<file path="src/rtl/grf_scoreboard.sv">
// grf_scoreboard: register-read hazard tracker for the pipelined CPU.
// Each GPR 1..31 has a pending-write counter. An accepted D-stage issue of a
// writing instruction increments its destination counter; the W-stage GRF
// write decrements it. D stalls while a source register has a pending write
// or the destination counter is at MAX_PEND.
// Ports:
//   clk, reset          - clock, synchronous active-high reset
//   issue_en/we/a3      - D-stage issue attempt, GRF write flag, destination
//   rs_use/addr, rt_*   - source operands read by the issuing instruction
//   wb_en, wb_a3        - GRF write port in W (WE / A3)
//   stall               - D must hold, issue not accepted (combinational)
//   rs_busy, rt_busy    - source operand has a pending write
//   any_pending         - some counter is nonzero (registered state only)
//   err                 - sticky: a retire found its counter already at 0

// One pending-write counter. uflow flags a retire that had nothing to match.
module grf_sb_cnt #(
  parameter int CW = 2
) (
  input  logic          clk,
  input  logic          reset,
  input  logic          inc,
  input  logic          dec,
  output logic [CW-1:0] cnt,
  output logic          uflow
);
  assign uflow = dec && (cnt == '0);

  always_ff @(posedge clk) begin
    if (reset) cnt <= '0;
    else begin
      unique case ({inc, dec})
        2'b10: cnt <= cnt + CW'(1);
        2'b01: if (cnt != '0) cnt <= cnt - CW'(1);
        // Issue and retire together cancel, except at 0 where the retire is
        // spurious: the issue still counts, the retire is dropped.
        2'b11: if (cnt == '0) cnt <= CW'(1);
        default: ;
      endcase
    end
  end
endmodule

module grf_scoreboard #(
  parameter int MAX_PEND = 3,
  parameter int CW       = 2
) (
  input  logic       clk,
  input  logic       reset,
  input  logic       issue_en,
  input  logic       issue_we,
  input  logic [4:0] issue_a3,
  input  logic       rs_use,
  input  logic [4:0] rs_addr,
  input  logic       rt_use,
  input  logic [4:0] rt_addr,
  input  logic       wb_en,
  input  logic [4:0] wb_a3,
  output logic       stall,
  output logic       rs_busy,
  output logic       rt_busy,
  output logic       any_pending,
  output logic       err
);
  localparam logic [CW-1:0] MAX_C = CW'(MAX_PEND);

  logic [31:0][CW-1:0] cnt;
  logic [31:1]         inc, dec, uflow;
  logic                full, acc, ret;

  // $0 is never tracked.
  assign cnt[0] = '0;

  assign rs_busy = rs_use && (rs_addr != 5'd0) && (cnt[rs_addr] != '0);
  assign rt_busy = rt_use && (rt_addr != 5'd0) && (cnt[rt_addr] != '0);
  assign full    = issue_we && (issue_a3 != 5'd0) && (cnt[issue_a3] == MAX_C);
  assign stall   = issue_en && (rs_busy || rt_busy || full);
  assign acc     = issue_en && !stall && issue_we && (issue_a3 != 5'd0);
  assign ret     = wb_en && (wb_a3 != 5'd0);

  assign any_pending = |cnt;

  for (genvar r = 1; r < 32; r++) begin : g_reg
    assign inc[r] = acc && (issue_a3 == 5'(r));
    assign dec[r] = ret && (wb_a3 == 5'(r));
    grf_sb_cnt #(.CW(CW)) u_cnt (
      .clk   (clk),
      .reset (reset),
      .inc   (inc[r]),
      .dec   (dec[r]),
      .cnt   (cnt[r]),
      .uflow (uflow[r])
    );
  end

  always_ff @(posedge clk) begin
    if (reset)       err <= 1'b0;
    else if (|uflow) err <= 1'b1;
  end
endmodule

</file>
<file path="config.mk">
export PLATFORM = sky130hd
export DESIGN_NAME = grf_scoreboard
export DESIGN_NICKNAME = d
export VERILOG_FILES = /design/src/rtl/grf_scoreboard.sv
export SDC_FILE = /design/constraint.sdc
export NUM_CORES = 1
export LEC_CHECK = 0
export ABC_CLOCK_PERIOD_IN_PS = 3400
export CAP_MARGIN = 10
export CORE_MARGIN = 8
export CORE_UTILIZATION = 50
export DETAILED_ROUTE_END_ITERATION = 6
export GPL_TIMING_DRIVEN = 0
export MAX_ROUTING_LAYER = met4
export PLACE_DENSITY = 0.72
export SETUP_SLACK_MARGIN = 0.3
export SLEW_MARGIN = 15
export SYNTH_ARGS = -nofsm -noshare
export SYNTH_HDL_FRONTEND = slang
export SYNTH_SLANG_ARGS = --single-unit
</file>
<file path="constraint.sdc">
create_clock -name clk -period 3.4 [get_ports clk]
set_input_delay 0.85 -clock clk [delete_from_list [all_inputs] [get_ports clk]]
set_output_delay 0.85 -clock clk [all_outputs]
set_load 0.01 [all_outputs]
</file>
Word-level counts from Yosys, hierarchy flattened
Cells that the tools add are included.
{ "totals": {"ff_bits": 63, "latchBits": 0, "ramBits": 0, "romBits": 0, "in_bits": 27, "out_inout_bits": 5, "wordCells": 653, "n_memories": 0} }
{ "classes": {"n_addsub": 62, "n_mul": 0, "div": 0, "magnitude_cmp": 3, "n_eq_ne": 218, "shifts": 0, "mux": 99, "bitwise": 0, "reduce_logical": 239} }
{ "ops": {"columns": ["operator", "count"], "rows": [
  ["$pmux W2 S3", 31],
  ["$eq A5 B5 Y1 const B", 32],
  ["$mux W2", 65],
  ["$eq A2 B2 Y1 const B", 63],
  ["$ne A2 B1 Y1 const B", 62],
  ["$logic_and A1 B1 Y1", 104],
  ["$reduce_and A3 Y1", 31],
  ["$reduce_bool A3 Y1", 31],
  ["$eq A5 B4 Y1 const B", 16],
  ["$reduce_bool A2 Y1", 33],
  ["$add A2 B1 Y2 const B", 31],
  ["$eq A2 B1 Y1 const B", 31],
  ["$logic_not A2 Y1", 31],
  ["$reduce_or A62 Y1", 1],
  ["$sub A2 B1 Y2 const B", 31],
  ["$eq A5 B3 Y1 const B", 8],
  ["$reduce_or A31 Y1", 1],
  ["$bmux W2 S5", 3],
  ["$eq A5 B2 Y1 const B", 4],
  ["$reduce_bool A5 Y1", 4],
  ["$lt A5 B6 Y1 const B", 3],
  ["$eq A5 B1 Y1 const B", 2],
  ["$logic_or A1 B1 Y1", 2],
  ["$logic_not A1 Y1", 1]
]} }

Longest topological paths before layout
{ "depth": {"ltp_word": 15, "depth_mapped": 12, "mapped_depth_nobuf": 8} }

By module
Synthesis repeated with hierarchy kept, for this count alone.
{ "unflattened": {"hier_cells": 728, "hier_area_um2": 5664.2} }
{ "modules_own_cells": {"columns": ["mod", "n_inst", "cells_per_inst", "area_per_inst_um2", "seq_area_each_um2"], "rows": [
  ["grf_sb_cnt", 31, 14, 120.1, 40.0],
  ["grf_scoreboard", 1, 294, 1940.6, 20.0]
]} }

Least setup slack after synthesis
OpenSTA, ideal clock, no wires.
{ "synth_path": {"path_kind": "in2out", "from": "in rs_addr[1]", "to": "out stall", "arrival_ns": 2.868, "t_required_ns": 2.550, "slack_ns": -0.318, "stages": 7, "path_buffers": 2, "path_cell_list": "buf_2 > mux4_2 > and3_1 > a2111oi_4 > nor2_1 > clkbuf_1 > a21boi_0"} }
{ "synth_between": {"elab_chain_cells": 7} }
{ "synth_lines": {"columns": ["item", "line", "text"], "rows": [
  ["start: declaration", "54", "input logic [4:0] rs_addr,"],
  ["$bmux W2 S5", "74", "assign rs_busy = rs_use && (rs_addr != 5'd0) && (cnt[rs_addr] != '0);"],
  ["$mux W2 (implied by the code)", "74", null],
  ["$reduce_bool A2 Y1", "74", null],
  ["$logic_and A1 B1 Y1 (*)", "74", null],
  ["$logic_or A1 B1 Y1 (*) (2 in series)", "77", "assign stall = issue_en && (rs_busy || rt_busy || full);"],
  ["$logic_and A1 B1 Y1 (*)", "77", null],
  ["end: declaration", "59", "output logic stall,"]
]} }
Every way passes the cells marked *; elsewhere a longest branch is shown, timed or not. The select of a mux whose other input is x is not followed.

Final worst setup path
Ends and elaborated chain as after synthesis.

==> impl_metrics.env <==
export IMPL_path_class="in2out"
export IMPL_arrival_ps=2730
export IMPL_core_area_um2=10300
export IMPL_grtUsageTotal=0.346
export IMPL_drv_cap=0
export IMPL_vias=6677
export IMPL_grt_pass1_vias=6216
export IMPL_ff2ff_path_depth=14
export IMPL_period_share=1.05
export IMPL_htree_levels=3
export IMPL_ant_nets=0
export IMPL_synth_flop_cell="dfxtp_1"
export IMPL_fill_cells=858
export IMPL_timing_rr_start="g_reg[19].u_cnt.cnt[0]$_SDFFE_PP0P_"
export IMPL_grt_pass1_wl_um=36400
export IMPL_synth_seq_cells=63
export IMPL_finalSetupViolCount=2
export IMPL_wl_um=25500
export IMPL_grt_start_max_net_pins=13
export IMPL_fp_dieW_um=119
export IMPL_seqCellArea_um2=1270
export IMPL_synth_seq_area_share=0.239
export IMPL_worstSetupEndpointType="output port"
export IMPL_r2r_end="g_reg[11].u_cnt.cnt[0]$_SDFFE_PP0P_"
export IMPL_synth_avg_cell_area_um2=7.39
export IMPL_fin_ws_ps=-176
export IMPL_crit_path_start="rs_addr[1]"
export IMPL_rsz0062_at_grt="yes"
export IMPL_cp_data_required_time_ps=2550
export IMPL_hold_viol_final=0
export IMPL_failed_checks="negative setup slack"
export IMPL_cts_tree="done"
export IMPL_port_buffers=22
export IMPL_timing_critical_path_slowest_cell_delay_ps=520
export IMPL_clock_path_buffers=2
export IMPL_die_area_um2=14100
export IMPL_layout_drive_gt1_share=0.298
export IMPL_area_growth_pct=35.0
export IMPL_grt_overflow=0
export IMPL_gp_congestion=1.03
export IMPL_startpoint_type="primary input"
export IMPL_outcome="finished, violations left"
export IMPL_die_h_um=119
export IMPL_cts_buffers=9
export IMPL_final_cell_mix="nand2_1, nor2_1, dfxtp_1, o21ai_0, buf_4"
export IMPL_antenna_found_initial=0
export IMPL_fmax_ghz=0.280
export IMPL_dpl_worst_slack_ps=-1610
export IMPL_synth_area_um2=5270
export IMPL_drt_iter0_drc=985
export IMPL_num_antenna_cells=0
export IMPL_final_common_cell="nand2_1"
export IMPL_synth_edf_count=0
export IMPL_crit_path_top_delay_cell="a2111oi_4"
export IMPL_finalPower_w=0.00208
export IMPL_drc=0
export IMPL_clkTransAtPathRegs_ps=80
export IMPL_final_cells=930
export IMPL_cts_hold_buf=0
export IMPL_clockRootBuffer="clkbuf_8"
export IMPL_yosys_cell_types_count=72
export IMPL_p_leak_nw=2.38
export IMPL_post_drt_via_cell_ratio=7.18
export IMPL_syn_nets=740
export IMPL_async_flop_share=0
export IMPL_yosysWarnings=0
export IMPL_worstMarginPinSlew_ps=1330
export IMPL_initial_utilization=0.513
export IMPL_clkLatencyLatePin_ps=370
export IMPL_cp_cell_sequence="buf_12 > inv_16 > mux4_2 > or2_4 > a2111oi_4 > nor2_4 > buf_8 > a21boi_2 > buf_2"
export IMPL_synth_cells=713
export IMPL_ios=32
export IMPL_rows=37
export IMPL_fin_skew_ps=10.3
export IMPL_multiInputGateArea_um2=4340
export IMPL_numClockSinks=63
export IMPL_rrSetupSlack_ps=170
export IMPL_dr_pass1_iters=6
export IMPL_nets=816
export IMPL_period_minus_slack_ps=3580
export IMPL_cp_max_fo=4
export IMPL_max_slew_margin_rel=0.107
export IMPL_vdd_ir_drop_max_v=0.000368
export IMPL_endpoint="stall"
export IMPL_wl_per_cell_um=27.4
export IMPL_slew_viol_final=0
export IMPL_post_dp_hpwl_um=17500
export IMPL_powerDensity_nw_per_um2=292
export IMPL_dpl_cell_count=871
export IMPL_hp_class="reg2reg"
export IMPL_finish_utilization=0.692
[worst max-delay path, delay by kind of cell]
kind,cells,cell delay (ps)
buffers and inverters,4,450
multiplexers,1,490
AND/OR/NAND/NOR,2,320
AO/OA/AOI/OAI,2,620
[stage by stage]
step                      setup TNS [ps]  hold WS (ps)  area (um^2)
after floorplan                    -31.8           485         5290
after global placement            -47640           505         5680
after detailed placement          -48140           530         5690
after CTS                           -178           539         6420
after global routing                -246           583         7110
final                               -247           555         7110
[cell usage after synthesis, types with 8 or more instances]
| library cell | n | area share |
|---|---|---|
| nand4_1 | 20 | 0.024 |
| a211o_1 | 10 | 0.017 |
| and2_1 | 16 | 0.019 |
| nor3b_1 | 17 | 0.024 |
| inv_1 | 15 | 0.011 |
| nor2_1 | 83 | 0.059 |
| o211ai_1 | 8 | 0.011 |
| dfxtp_1 | 63 | 0.24 |
| nor4_1 | 10 | 0.012 |
| o221ai_1 | 8 | 0.013 |
| o21ai_0 | 60 | 0.057 |
| clkbuf_1 | 27 | 0.019 |
| nor4b_1 | 15 | 0.025 |
| buf_2 | 13 | 0.012 |
| nand3_1 | 34 | 0.032 |
| nand2_1 | 78 | 0.056 |
| nor3_1 | 23 | 0.022 |
| and3_1 | 11 | 0.013 |
| or3_1 | 11 | 0.013 |
| mux4_2 | 16 | 0.068 |
| a21oi_1 | 43 | 0.041 |
[how the worst min path moves through the flow]
stage,slack [ps],startpoint,depth (start not counted),to
floorplan,490,g_reg[28].u_cnt.cnt[1]$_SDFFE_PP0P_,2,g_reg[28].u_cnt.cnt[1]$_SDFFE_PP0P_
global placement,500,g_reg[15].u_cnt.cnt[1]$_SDFFE_PP0P_,2,g_reg[15].u_cnt.cnt[1]$_SDFFE_PP0P_
detailed placement,530,g_reg[2].u_cnt.cnt[1]$_SDFFE_PP0P_,2,g_reg[2].u_cnt.cnt[1]$_SDFFE_PP0P_
CTS,540,g_reg[4].u_cnt.cnt[1]$_SDFFE_PP0P_,2,g_reg[4].u_cnt.cnt[1]$_SDFFE_PP0P_
global route,580,g_reg[20].u_cnt.cnt[1]$_SDFFE_PP0P_,2,g_reg[20].u_cnt.cnt[1]$_SDFFE_PP0P_
finish,560,g_reg[2].u_cnt.cnt[1]$_SDFFE_PP0P_,2,g_reg[2].u_cnt.cnt[1]$_SDFFE_PP0P_
[state kept, by name, indices dropped and copies added (netlist names)]
register	cells
err	1
g.u_cnt.cnt	62
[where the power goes]
group	switching, W	internal, W	total (W)
clock network	0.000349	0.000563	0.000912
logic	0.000252	0.000165	0.000417
registers	0.00000594	0.000741	0.000747
total	0.000607	0.00147	0.00208
[timing repair]
| action | in CTS | in global routing |
|---|---|---|
| setup buffers | 29 | 11 |
| cloned | 1 | 2 |
| setup endpoints to repair | 67 | 56 |
| pin swaps | 24 | 29 |
| gates resized for setup | 95 | 144 |
[cell type report]
cell class,count,area share
timing repair buffer,65,0.0908
inverter,16,0.0113
multi-input combinational,589,0.610
tap,136,0.0239
clock buffer,9,0.0174
sequential,63,0.178
clock inverter,7,0.0202
buffer,45,0.0477
[layer usage]
metal	wire length (um)	track usage	vias up	share of wire
met5	0	-	-	0
met4	1780	0.231	0	0.070
met3	3420	0.0876	138	0.13
met2	11200	0.505	539	0.44
met1	9030	0.412	3160	0.35
li1	-	-	2840	-
[cell families after synthesis]
| kind of cell | share of synthesized area |
|---|---|
| buf+inv | 0.0522 |
| xor+xnor | 0.0166 |
| mux | 0.0902 |
| flops | 0.239 |
| compound gates | 0.240 |
| simple gates | 0.362 |
(Power assumes the default switching activity.)
